### config.mk
export PLATFORM = sky130hd
export DESIGN_NAME = alu_issue_stage
export DESIGN_NICKNAME = d
export VERILOG_FILES = /design/src/rtl/alu_issue_stage.sv
export SDC_FILE = /design/constraint.sdc
export NUM_CORES = 1
export LEC_CHECK = 0
export BUFFER_PORTS_ARGS = -buffer_cell sky130_fd_sc_hd__clkbuf_2
export CORE_AREA = 2 2 116 118
export CTS_BUF_LIST = sky130_fd_sc_hd__clkbuf_8 sky130_fd_sc_hd__clkbuf_16
export CTS_CLUSTER_SIZE = 30
export DETAILED_ROUTE_END_ITERATION = 12
export DIE_AREA = 0 0 118 120
export GPL_TIMING_DRIVEN = 0
export PLACE_DENSITY = 0.66
export SYNTH_ARGS = -nofsm -noshare
export SYNTH_HDL_FRONTEND = slang
export SYNTH_SLANG_ARGS = --single-unit
### constraint.sdc
create_clock -name clk -period 2 [get_ports clk]
set_input_delay 0.1 -clock clk [delete_from_list [all_inputs] [get_ports clk]]
set_output_delay 0.1 -clock clk [all_outputs]
set_load 0.03 [all_outputs]
### src/rtl/alu_issue_stage.sv
// ALU issue stage: one-entry valid/ready skid register between decode and the ALU,
// with operand forwarding (enabled by ALU_ISSUE_FORWARD_EN), one-hot op decode and a stall counter.
module alu_issue_stage #(
    parameter int WIDTH = 32,
    parameter int CNT_W = 16
) (
    input  logic             clk,
    input  logic             rst,
    input  logic             in_valid,
    output logic             in_ready,
    input  logic [4:0]       in_rs1_addr,
    input  logic [4:0]       in_rs2_addr,
    input  logic [WIDTH-1:0] in_rs1_data,
    input  logic [WIDTH-1:0] in_rs2_data,
    input  logic [WIDTH-1:0] in_imm,
    input  logic             in_use_imm,
    input  logic [3:0]       in_alu_op,
    input  logic [4:0]       in_rd_addr,
    input  logic             in_rd_we,
    input  logic             flush,
    input  logic             ex_ready,
    input  logic             exmem_we,
    input  logic [4:0]       exmem_rd,
    input  logic [WIDTH-1:0] exmem_data,
    input  logic             memwb_we,
    input  logic [4:0]       memwb_rd,
    input  logic [WIDTH-1:0] memwb_data,
    output logic             out_valid,
    output logic [WIDTH-1:0] operand_a,
    output logic [WIDTH-1:0] operand_b,
    output logic [13:0]      alu_sel,
    output logic [4:0]       out_rd_addr,
    output logic             out_rd_we,
    output logic             illegal_op,
    output logic [CNT_W-1:0] stall_cnt
);

    // Handshake: a transfer happens on a rising edge where valid && ready are both high;
    // the upstream side holds its payload stable until then, and flush kills the transfer.
    assign in_ready = !out_valid || ex_ready;

    logic [WIDTH-1:0] fwd_a;
    logic [WIDTH-1:0] fwd_b;
    logic [13:0]      dec_sel;
    logic             dec_ill;

`ifdef ALU_ISSUE_FORWARD_EN
    // The younger EX/MEM result wins over MEM/WB; x0 is never forwarded.
    function automatic logic [WIDTH-1:0] resolve(input logic [4:0]       addr,
                                                  input logic [WIDTH-1:0] rf_data);
        if (addr != 5'd0 && exmem_we && exmem_rd == addr)
            return exmem_data;
        else if (addr != 5'd0 && memwb_we && memwb_rd == addr)
            return memwb_data;
        else
            return rf_data;
    endfunction

    always_comb begin
        fwd_a = resolve(in_rs1_addr, in_rs1_data);
        fwd_b = resolve(in_rs2_addr, in_rs2_data);
    end
`else
    always_comb begin
        fwd_a = in_rs1_data;
        fwd_b = in_rs2_data;
    end

    logic unused_fwd;
    assign unused_fwd = ^{exmem_we, exmem_rd, exmem_data, memwb_we, memwb_rd, memwb_data,
                          in_rs1_addr, in_rs2_addr};
`endif

    always_comb begin
        dec_sel = '0;
        dec_ill = 1'b0;
        if (in_alu_op > 4'd13)
            dec_ill = 1'b1;
        else
            dec_sel = 14'(1) << in_alu_op;
    end

    always_ff @(posedge clk) begin
        if (rst) begin
            out_valid   <= 1'b0;
            operand_a   <= '0;
            operand_b   <= '0;
            alu_sel     <= '0;
            out_rd_addr <= '0;
            out_rd_we   <= 1'b0;
            illegal_op  <= 1'b0;
            stall_cnt   <= '0;
        end else begin
            if (out_valid && !ex_ready && stall_cnt != {CNT_W{1'b1}})
                stall_cnt <= stall_cnt + CNT_W'(1);

            // Flush beats capture, drain and hold.
            if (flush) begin
                out_valid <= 1'b0;
            end else if (in_valid && in_ready) begin
                out_valid   <= 1'b1;
                operand_a   <= fwd_a;
                operand_b   <= in_use_imm ? in_imm : fwd_b;
                alu_sel     <= dec_sel;
                out_rd_addr <= in_rd_addr;
                out_rd_we   <= in_rd_we;
                illegal_op  <= dec_ill;
            end else if (ex_ready) begin
                out_valid <= 1'b0;
            end
        end
    end

endmodule

==> flow_summary.json, run 1 <==
{
  "status": "finished, final reports clean",
  "grt_max_degree": 17,
  "internal_power_w": 0.00340,
  "syn_avg_cell_area_um2": 8.55,
  "hold_start": "in_rd_addr[3]",
  "grt_overflow": 0,
  "io_pins": 301,
  "pwr-share-clk_pct": 38.0,
  "cts_buffers": 9,
  "crit_fanout": 8,
  "fin_crit_sh_pct": 94.4,
  "hold_depth": 3,
  "die_h_um": 120,
  "grt_use_total_pct": 17.8,
  "cts_sinks": 102,
  "first_pass_iters": 4,
  "grt_setup_unrepaired": "no",
  "yosysWarningCount": 0,
  "fmax_ghz": 0.530,
  "multi_input_area_um2": 1910,
  "wl_per_cell_um": 14.0,
  "drc": 0,
  "core-area_um2": 13000,
  "cp-start-kind": "register",
  "synth_area_um2": 4100,
  "pre_cts_ws_ns": -0.380,
  "portBuffers": 212,
  "r2r-end": "stall_cnt[15]$_SDFFE_PP0P_",
  "crit_path_end_kind": "register",
  "dr.first_iter.drc_count": 300,
  "worst_slack_ns": 0.112,
  "power.ir.vdd_worst_v": 0.000343,
  "ys_seq_area_share_pct": 49.8,
  "finalWirelength_mm": 12.9,
  "power_density_nw_per_um2": 762,
  "fillers": 1306,
  "setup_violations": 0,
  "hold_path_class": "in2reg",
  "netSwitchingFraction_pct": 27.2,
  "antenna_found_initial": 0,
  "yosysTopAreaCell": "dfxtp_1",
  "synth_top_area_share_pct": 49.8,
  "die_area_um2": 14200,
  "ant_nets": 0,
  "power_frac_comb_pct": 15.9,
  "layout-drive-gt1-share_pct": 34.4,
  "grt_pass1_wl_mm": 20.4,
  "cp.arrival_ns": 2.16,
  "ff2ff_setup_slack_ns": 0.11,
  "r2r_start": "stall_cnt[4]$_SDFFE_PP0P_",
  "final_nets": 942,
  "maxCapViolCount": 0,
  "synth_cells": 480,
  "rows": 42,
  "insertedDiodeCount": 0,
  "cts_htree_levels": 3,
  "relSlewSlack_pct": 55.6,
  "ys_ff_latch": 102,
  "syn-num-nets": 679,
  "cts_root_buf": "clkbuf_16",
  "drv_slew": 0,
  "layoutNonFillerInstCount": 923,
  "cts_tree": "yes",
  "via_per_inst": 4.81,
  "start_util_pct": 31.6,
  "hpwl_mm": 9.20,
  "seqCellArea_um2": 2060,
  "finalPower_w": 0.00468,
  "place_area_um2": 5400,
  "clk_pin_slew_ns": 0.07,
  "skew_ns": 0.00756,
  "setup.worst_path.class": "reg2reg",
  "die_x_um": 118,
  "holdWs_ns": 0.0116,
  "ys_top_cells_by_area": "dfxtp_1 50%, nand2_1 9.1%, mux2i_1 8.0%, a21oi_1 7.9%, a211oi_1 6.4%",
  "area_growth_syn_to_layout_pct": 49.6,
  "finalWorstPathRequiredPeriod_ns": 1.89,
  "required_ns": 2.27,
  "clockBufferDepth": 2,
  "place.gp.congestion": 0.822,
  "clock_latency_ns": 0.35,
  "design_area_um2": 6140,
  "vias": 4444,
  "first_global_vias": 4143,
  "worstHoldEndpoint": "out_rd_addr[3]$_SDFFE_PP0P_",
  "placed_cells": 868,
  "worst_slew_pin_slew_ns": 0.660,
  "seqPwrFrac_pct": 46.1,
  "reg2reg_depth": 5,
  "p_switching_w": 0.00127,
  "yosysUniqueCellTypes": 32,
  "leakagePower_nw": 2.71,
  "hold_viol": 0
}
[critical path, cell delays in order (launching register included)]
cell,delay (ns)
dfxtp_4,0.39
nand3_2,0.09
or4_1,0.51
buf_2,0.17
or4_1,0.51
a21oi_1,0.14
[power by group through the flow]
stage / logic (W) / registers [W] / clock network [W]
global route: 0.000813 / 0.00217 / 0.00189
floorplan: 0.000238 / 0.00237 / 0
finish: 0.000745 / 0.00216 / 0.00178
CTS: 0.000743 / 0.00216 / 0.00182
detailed placement: 0.000679 / 0.00221 / 0
global placement: 0.000677 / 0.00221 / 0
[through the flow]
| stage | util [%] | setup TNS (ns) |
|---|---|---|
| finish | 47.3 | 0 |
| global route | 47.3 | 0 |
| CTS | 47.0 | 0 |
| detailed placement | 41.6 | -16.23 |
| global placement | 41.6 | -18.64 |
| floorplan | - | 0 |
[logic make-up after synthesis]
family | Yosys count | share of synthesized area [%]
and+or+nand+nor | 189 | 21.0
buffers and inverters | 41 | 3.81
AOI/OAI and AO/OA | 113 | 16.8
adders and majority gates | 1 | 0.305
muxes | 34 | 8.32
DFF | 102 | 49.8
[registers in the layout (all words and copies together) (netlist names)]
name,cells
alu_sel,14
illegal_op,1
operand_a,32
operand_b,32
out_rd_addr,5
out_rd_we,1
out_valid,1
stall_cnt,16
[synthesized netlist by cell type]
master and n:
mux2_2 1, inv_1 5, o41ai_1 1, nand4_1 13, ha_1 1, o21ai_0 1, buf_1 5, nand3b_1 1
nor2_1 38, nor3_1 3, nor3_2 1, and3_2 1, nand2b_1 1, a211oi_1 35, o311a_1 1, clkbuf_1 29
nand3_1 8, and4_1 2, nand4b_1 4, or3_1 1, o31ai_1 8, or4_1 9, nor2b_1 6, buf_2 2
dfxtp_1 102, mux2i_1 33, o21bai_1 1, nand2_1 99, nor3b_1 1, a311oi_1 1, a21oi_1 65, nand3_2 1
[cell type report]
type | instances | area share [%]
Inverter | 5 | 0.306
Tap cell | 176 | 3.59
Buffer | 36 | 2.61
Multi-Input combinational cell | 337 | 31.1
Sequential cell | 102 | 33.6
Clock inverter | 5 | 0.958
Clock buffer | 10 | 3.89
Timing Repair Buffer | 252 | 23.9
[metal layers]
layer  track usage, %  routed length, um
met1             21.8               5660
met2             30.9               6200
met3             4.28                867
met4             6.02                165
met5                0                  0
[placed cells by master (no fill, tap or decap), types with 5 or more instances in the layout]
cell / instances
clkbuf_2: 222
nand2_1: 99
dfxtp_1: 94
a21oi_1: 65
nor2_1: 38
dlygate4sd3_1: 38
a211oi_1: 35
mux2i_1: 33
clkbuf_1: 18
nand4_1: 13
or4_1: 9
clkbuf_16: 9
nand3_1: 8
o31ai_1: 8
nor2b_1: 6
inv_1: 5
[how the worst max path moves through the flow]
stage               slack, ns                         end  depth (start not counted)                       start
floorplan               0.003  stall_cnt[15]$_SDFFE_PP0P_                          5   stall_cnt[6]$_SDFFE_PP0P_
global placement        -0.42   operand_b[5]$_SDFFE_PP0P_                          7      out_valid$_SDFFE_PP0P_
detailed placement      -0.38  operand_b[23]$_SDFFE_PP0P_                          7      out_valid$_SDFFE_PP0P_
CTS                     0.004  operand_a[29]$_SDFFE_PP0P_                          7      out_valid$_SDFFE_PP0P_
global route           0.0008   stall_cnt[9]$_SDFFE_PP0P_                          4  stall_cnt[10]$_SDFFE_PP0P_
finish                   0.11  stall_cnt[15]$_SDFFE_PP0P_                          5   stall_cnt[4]$_SDFFE_PP0P_
[repair_timing]
action,4_1_cts,5_1_grt
resized for setup,11,17
buffers inserted,1,1
hold buffers,38,0
hold endpoints to repair,38,0
gates cloned,0,0
pin swaps,2,1
setup endpoints to repair,87,91
Power figures use the tool's default switching activity.
==> inputs of run 2 (changes only) <==
==> config.mk (replaced) <==
export PLATFORM = sky130hd
export DESIGN_NAME = alu_issue_stage
export DESIGN_NICKNAME = d
export VERILOG_FILES = /design/src/rtl/alu_issue_stage.sv
export SDC_FILE = /design/constraint.sdc
export NUM_CORES = 1
export LEC_CHECK = 0
export ABC_AREA = 1
export BUFFER_PORTS_ARGS = -buffer_cell sky130_fd_sc_hd__buf_2
export CORE_AREA = 2 2 116 118
export CTS_BUF_LIST = sky130_fd_sc_hd__clkbuf_8 sky130_fd_sc_hd__clkbuf_16
export CTS_CLUSTER_SIZE = 30
export DETAILED_ROUTE_END_ITERATION = 12
export DIE_AREA = 0 0 118 120
export GPL_TIMING_DRIVEN = 0
export PLACE_DENSITY = 0.68
export SYNTH_ARGS = -nofsm -noshare
export SYNTH_HDL_FRONTEND = slang
export SYNTH_SLANG_ARGS = --single-unit
==> flow_summary.json, run 2 <==
{
  "ys_top_cells_by_area": "dfxtp_1 47%, nor2_1 13%, a21oi_1 9.9%, o21ai_0 8.7%, nand2_1 5.4%",
  "cp_cell_sequence": "dlygate4sd3_1, buf_2, nor2_2, nand2_2, inv_2, buf_4, buf_2, nor2_1, nor2_1",
  "fmax_ghz": 0.672,
  "r2r-end": "stall_cnt[10]$_SDFFE_PP0P_",
  "portBuffers": 213,
  "max_stage_delay_ns": 0.54,
  "cts_htree_levels": 3,
  "cts_tree": "yes",
  "syn-num-nets": 806,
  "place.gp.congestion": 0.831,
  "rows": 42,
  "reg2reg_depth": 8,
  "top_regs": "operand_a (32), operand_b (32), stall_cnt (16)",
  "cts_sinks": 102,
  "post_cts_buffers": 0,
  "insertedDiodeCount": 0,
  "hold_path_class": "in2reg",
  "clockBufferDepth": 2,
  "synth_xor_area_share_pct": 0,
  "final_nets": 1053,
  "crit_path_end_kind": "register",
  "relSlewSlack_pct": 64.7,
  "area_growth_syn_to_layout_pct": 41.3,
  "yosysWarningCount": 0,
  "crit_fanout": 10,
  "synth_top_area_share_pct": 47.1,
  "hold_depth": 3,
  "ant_nets": 0,
  "busiest_layer": "met2",
  "yosys_most_used_dff": "dfxtp_1",
  "ys_ff_latch": 102,
  "antenna_found_initial": 0,
  "cts_buffers": 9,
  "power.ir.vdd_worst_v": 0.000340,
  "power_density_nw_per_um2": 762,
  "clock_latency_ns": 0.35,
  "setup-tns-final_ns": 0,
  "synth-edff-count": 0,
  "vias": 4716,
  "first_global_vias": 4410,
  "met3_usage_pct": 4.71,
  "drv_slew": 0,
  "yosysTopAreaCell": "dfxtp_1",
  "start_util_pct": 33.4,
  "r2r_start": "stall_cnt[0]$_SDFFE_PP0P_",
  "worstHoldEndpoint": "operand_a[24]$_SDFFE_PP0P_",
  "hpwl_mm": 9.76,
  "grt_pass1_wl_mm": 21.1,
  "final_cell_mix": "227 x buf_2, 151 x nor2_1, 102 x dfxtp_1, 86 x a21oi_1, 75 x o21ai_0",
  "drc": 0,
  "status": "finished, final reports clean",
  "cts_root_buf": "clkbuf_16",
  "leakagePower_nw": 3.06,
  "die_area_um2": 14200,
  "synth_adder_area_share_pct": 0.288,
  "fillers": 1371,
  "dr.first_iter.drc_count": 223,
  "finalWirelength_mm": 13.2,
  "layout_commonest_cell": "buf_2",
  "hold_viol": 0,
  "synth_compound_area_share_pct": 20.0,
  "clk_pin_slew_ns": 0.07,
  "finalWorstPathRequiredPeriod_ns": 1.49,
  "first_pass_iters": 4,
  "cp.arrival_ns": 1.77,
  "setup_violations": 0,
  "grt_use_total_pct": 18.5,
  "async_flop_share_pct": 0,
  "io_pins": 301,
  "fin_crit_sh_pct": 74.5,
  "syn_avg_cell_area_um2": 7.15,
  "slowest_stage": "dlygate4sd3_1",
  "gr-usage-met2_pct": 31.0,
  "core-area_um2": 13000,
  "synth_cells": 607,
  "ys_seq_area_share_pct": 47.1,
  "synth_simple_gate_area_share_pct": 23.6,
  "final_core_utilization_pct": 47.2,
  "cts_resized": 0,
  "grt_max_degree": 17,
  "grt_overflow": 0,
  "skew_ns": 0.00548,
  "grt_setup_unrepaired": "no",
  "cp-start-kind": "input port",
  "wl_per_cell_um": 12.8,
  "multi_input_area_um2": 1900,
  "hold_start": "in_rs1_data[24]",
  "maxCapViolCount": 0,
  "met1_usage_pct": 22.4,
  "worst_slew_pin_slew_ns": 0.529,
  "synth_area_um2": 4340,
  "cts_hold_buf": 23,
  "via_per_inst": 4.56,
  "required_ns": 2.29,
  "seqCellArea_um2": 2040,
  "setup.worst_path.class": "in2reg",
  "synthMuxAreaShare_pct": 0,
  "yosysUniqueCellTypes": 24,
  "synth_most_common_cell": "nor2_1",
  "synthTopCellsByCount": "151 x nor2_1, 102 x dfxtp_1, 86 x a21oi_1, 75 x o21ai_0, 62 x nand2_1",
  "die_h_um": 120,
  "synth_top_family_by_area": "simple AND/OR/NAND/NOR gates",
  "die_x_um": 118,
  "ff2ff_setup_slack_ns": 0.55,
  "layout-drive-gt1-share_pct": 30.4
}
## run 2: logic make-up (layout without fill, tap and decap cells)
logic type               Yosys count  in the layout
adder cells (fa/ha/maj)            1              1
buffers and inverters             89            340
AND/OR/NAND/NOR                  247            247
flip-flops                       102            102
AO/OA/AOI/OAI                    168            168
## run 2: critical path: cells and delay by family
| family | cells | cell delay [ns] |
|---|---|---|
| buffers and inverters | 5 | 1.24 |
| and+or+nand+nor | 4 | 0.42 |
## run 2: cell type report
| class | instances | share of cell area [%] |
|---|---|---|
| repair buffers | 236 | 21.1 |
| flip-flops and latches | 102 | 33.3 |
| multi-input cells | 416 | 31.1 |
| well taps | 176 | 3.59 |
| plain buffers | 37 | 3.22 |
| clock inverters | 5 | 0.592 |
| clock buffers | 10 | 3.90 |
| inverters | 52 | 3.18 |
## run 2: report_power, final
group	internal [W]	total (W)	switching (W)
Combinational	0.000295	0.000816	0.000520
Clock	0.000874	0.00167	0.000796
Sequential	0.00214	0.00219	0.0000488
## run 2: stage by stage
stage / setup WS [ns] / std cells / hold WS [ns] / total power [W] / instance area (um^2)
4_1_cts: 0.448 / 1034 / 0.00116 / 0.00473 / 6130
2_1_floorplan: 0.453 / 607 / 0.169 / 0.00272 / 4340
3_3_place_gp: 0.581 / 996 / 0.294 / 0.00301 / 5630
3_5_place_dp: 0.557 / 996 / 0.294 / 0.00302 / 5630
5_1_grt: 0.335 / 1034 / 0.0145 / 0.00488 / 6130
6_report: 0.511 / 1034 / 0.00955 / 0.00467 / 6130
## run 2: worst max path at each step
stage,start,endpoint,cells past startpoint
floorplan,stall_cnt[0]$_SDFFE_PP0P_,stall_cnt[15]$_SDFFE_PP0P_,7
finish,flush,out_rd_addr[0]$_SDFFE_PP0P_,9
global placement,stall_cnt[0]$_SDFFE_PP0P_,stall_cnt[15]$_SDFFE_PP0P_,7
detailed placement,stall_cnt[0]$_SDFFE_PP0P_,stall_cnt[14]$_SDFFE_PP0P_,8
global route,flush,operand_b[10]$_SDFFE_PP0P_,8
CTS,flush,out_rd_addr[0]$_SDFFE_PP0P_,9
## run 2: per-layer routing
metal / part of all wire (%) / vias to the layer above / wire length (um)
met5: 0 / - / 0
met2: 47 / 167 / 6150
met3: 6.9 / 21 / 914
li1: - / 2457 / -
met1: 44 / 2071 / 5820
met4: 2.4 / 0 / 318
==> inputs of run 3 (changes only) <==
--- a/config.mk
+++ b/config.mk
@@ -7,11 +7,11 @@
 export LEC_CHECK = 0
 export ABC_AREA = 1
 export BUFFER_PORTS_ARGS = -buffer_cell sky130_fd_sc_hd__buf_2
-export CORE_AREA = 2 2 116 118
+export CORE_AREA = 2 2 118 120
 export CTS_BUF_LIST = sky130_fd_sc_hd__clkbuf_8 sky130_fd_sc_hd__clkbuf_16
 export CTS_CLUSTER_SIZE = 30
 export DETAILED_ROUTE_END_ITERATION = 12
-export DIE_AREA = 0 0 118 120
+export DIE_AREA = 0 0 120 122
 export GPL_TIMING_DRIVEN = 0
 export PLACE_DENSITY = 0.68
 export SYNTH_ARGS = -nofsm -noshare
==> constraint.sdc (replaced) <==
create_clock -name clk -period 1.25 [get_ports clk]
set_input_delay 0.0625 -clock clk [delete_from_list [all_inputs] [get_ports clk]]
set_output_delay 0.0625 -clock clk [all_outputs]
set_load 0.03 [all_outputs]
==> flow_summary.json, run 3 (synthesis gave the netlist of run 2 again) <==
{
  "finalPower_w": 0.00794,
  "finalWorstPathRequiredPeriod_ns": 1.28,
  "portBuffers": 213,
  "cts_root_buf": "clkbuf_16",
  "finalWirelength_mm": 14.0,
  "cts_tree": "yes",
  "vias": 4931,
  "top_regs": "operand_a (32), operand_b (32), stall_cnt (16)",
  "clk_pin_slew_ns": 0.07,
  "hpwl_mm": 9.85,
  "final_nets": 1080,
  "ant_nets": 0,
  "cp.arrival_ns": 1.52,
  "worst_slew_pin_slew_ns": 0.458,
  "internal_power_w": 0.00579,
  "wl_per_cell_um": 13.1,
  "cts_htree_levels": 3,
  "relSlewSlack_pct": 69.5,
  "power_density_nw_per_um2": 1170,
  "antenna_found_initial": 0,
  "required_ns": 1.48,
  "hold_path_class": "in2reg",
  "drc": 0,
  "grt_setup_unrepaired": "yes",
  "setup_violations": 9,
  "maxCapViolCount": 0,
  "leakagePower_nw": 3.32,
  "pre_cts_ws_ns": -0.192,
  "setup-tns-final_ns": -0.116,
  "crit_path_end_kind": "register",
  "clock_latency_ns": 0.34,
  "first_pass_iters": 4,
  "p_switching_w": 0.00215,
  "seqPwrFrac_pct": 43.9,
  "fmax_ghz": 0.779,
  "hold_viol": 0,
  "layout-drive-gt1-share_pct": 36.3,
  "area_growth_syn_to_layout_pct": 56.4,
  "violations": "negative setup slack",
  "dr.first_iter.drc_count": 154,
  "grt_use_total_pct": 18.4,
  "cp-start-kind": "register",
  "rows": 43,
  "power.ir.vdd_worst_v": 0.000657,
  "clockBufferDepth": 2,
  "crit_buf_inv": 0,
  "worst_slack_ns": -0.0344,
  "status": "finished, violations left",
  "cts_sinks": 102,
  "cts_buffers": 9,
  "critical_path.top_delay_family": "simple AND/OR/NAND/NOR gates",
  "drv_slew": 0,
  "die_x_um": 120,
  "start_util_pct": 32.1,
  "io_pins": 301,
  "cpMostUsedCell": "nand2_1",
  "grt_max_degree": 16,
  "multi_input_area_um2": 2080,
  "setup.worst_path.class": "reg2reg",
  "core-area_um2": 13500,
  "netSwitchingFraction_pct": 27.1,
  "layout_commonest_cell": "buf_2",
  "holdWs_ns": 0.00969,
  "place.gp.congestion": 0.817,
  "first_global_vias": 4526,
  "grt_pass1_wl_mm": 21.6,
  "final_cell_mix": "217 x buf_2, 139 x nor2_1, 85 x dfxtp_1, 80 x a21oi_1, 74 x o21ai_0",
  "power_frac_comb_pct": 17.9,
  "cp_cell_sequence": "ha_4, nand3_4, nor2_4, nand2_1, nor2_2, nand3_1, nand2_1, nor2_1",
  "pwr-share-clk_pct": 38.2,
  "fin_crit_sh_pct": 103,
  "die_area_um2": 14600,
  "max_stage_delay_ns": 0.37,
  "seqCellArea_um2": 2090,
  "crit_fanout": 3,
  "grt_overflow": 0,
  "die_h_um": 122,
  "slowest_stage": "dfxtp_4",
  "fillers": 1342,
  "skew_ns": 0.00444,
  "via_per_inst": 4.63
}
## run 3: cell types whose count changed in the layout (fill, tap and decap cells not counted), sizes merged
| cell | change |
|---|---|
| dlygate4sd3 | +19 |
| diode | +1 |
| clkinvlp | -2 |
| buf | +9 |
| bufinv | +1 |
| clkbuf | +1 |
| inv | -1 |
## run 3: timing repair
item | 4_1_cts | 5_1_grt
pin swaps | 5 | 12
cloned | 0 | 1
hold buffers | 42 | 0
endpoints found under the hold margin | 41 | 0
gates resized for setup | 26 | 57
setup buffers | 3 | 4
setup endpoints to repair | 93 | 97
## run 3: worst reg2reg max path: cells and delay by family, from the launching register on
family | cells | cell delay (ns)
and+or+nand+nor | 7 | 0.65
DFF | 1 | 0.37
adders and majority gates | 1 | 0.15
## run 3: power by group through the flow
stage / Sequential [W] / Clock (W) / Combinational, W
6_report: 0.00349 / 0.00303 / 0.00142
5_1_grt: 0.00350 / 0.00326 / 0.00156
4_1_cts: 0.00348 / 0.00311 / 0.00139
3_5_place_dp: 0.00356 / 0 / 0.00126
3_3_place_gp: 0.00355 / 0 / 0.00125
2_1_floorplan: 0.00389 / 0 / 0.000439
## run 3: through the flow
step / cells / cell area (um^2) / utilization [%]
4_1_cts: 1060 / 6550 / 48.5
3_5_place_dp: 1000 / 5700 / 42.2
5_1_grt: 1065 / 6780 / 50.2
2_1_floorplan: 607 / 4410 / -
3_3_place_gp: 1000 / 5700 / 42.2
6_report: 1066 / 6790 / 50.2
## run 3: final cells by class
| class | count | area share (%) |
|---|---|---|
| clock inverter | 3 | 0.572 |
| tap | 180 | 3.32 |
| sequential | 102 | 30.8 |
| clock buffer | 12 | 4.26 |
| antenna | 1 | 0.0369 |
| buffer | 37 | 4.35 |
| inverter | 52 | 2.95 |
| timing repair buffer | 263 | 23.0 |
| multi-input combinational | 416 | 30.7 |
## run 3: final timing paths
kind,from,endpoint,slack [ns],depth (start not counted)
worst min register to register,alu_sel[10]$_SDFFE_PP0P_,alu_sel[10]$_SDFFE_PP0P_,0.47,2
worst max-delay path,stall_cnt[1]$_SDFFE_PP0P_,stall_cnt[10]$_SDFFE_PP0P_,-0.03,8
worst max register to register,stall_cnt[1]$_SDFFE_PP0P_,stall_cnt[10]$_SDFFE_PP0P_,-0.03,8
worst min-delay path,in_imm[6],operand_b[6]$_SDFFE_PP0P_,0.01,3
## run 3: routing by layer
layer	vias to the layer above	routed length (um)	track usage (%)
met5	-	0	0
met4	0	314	6.32
met3	26	1020	5.76
met2	177	6810	31.4
met1	2219	5820	21.9
li1	2509	-	-
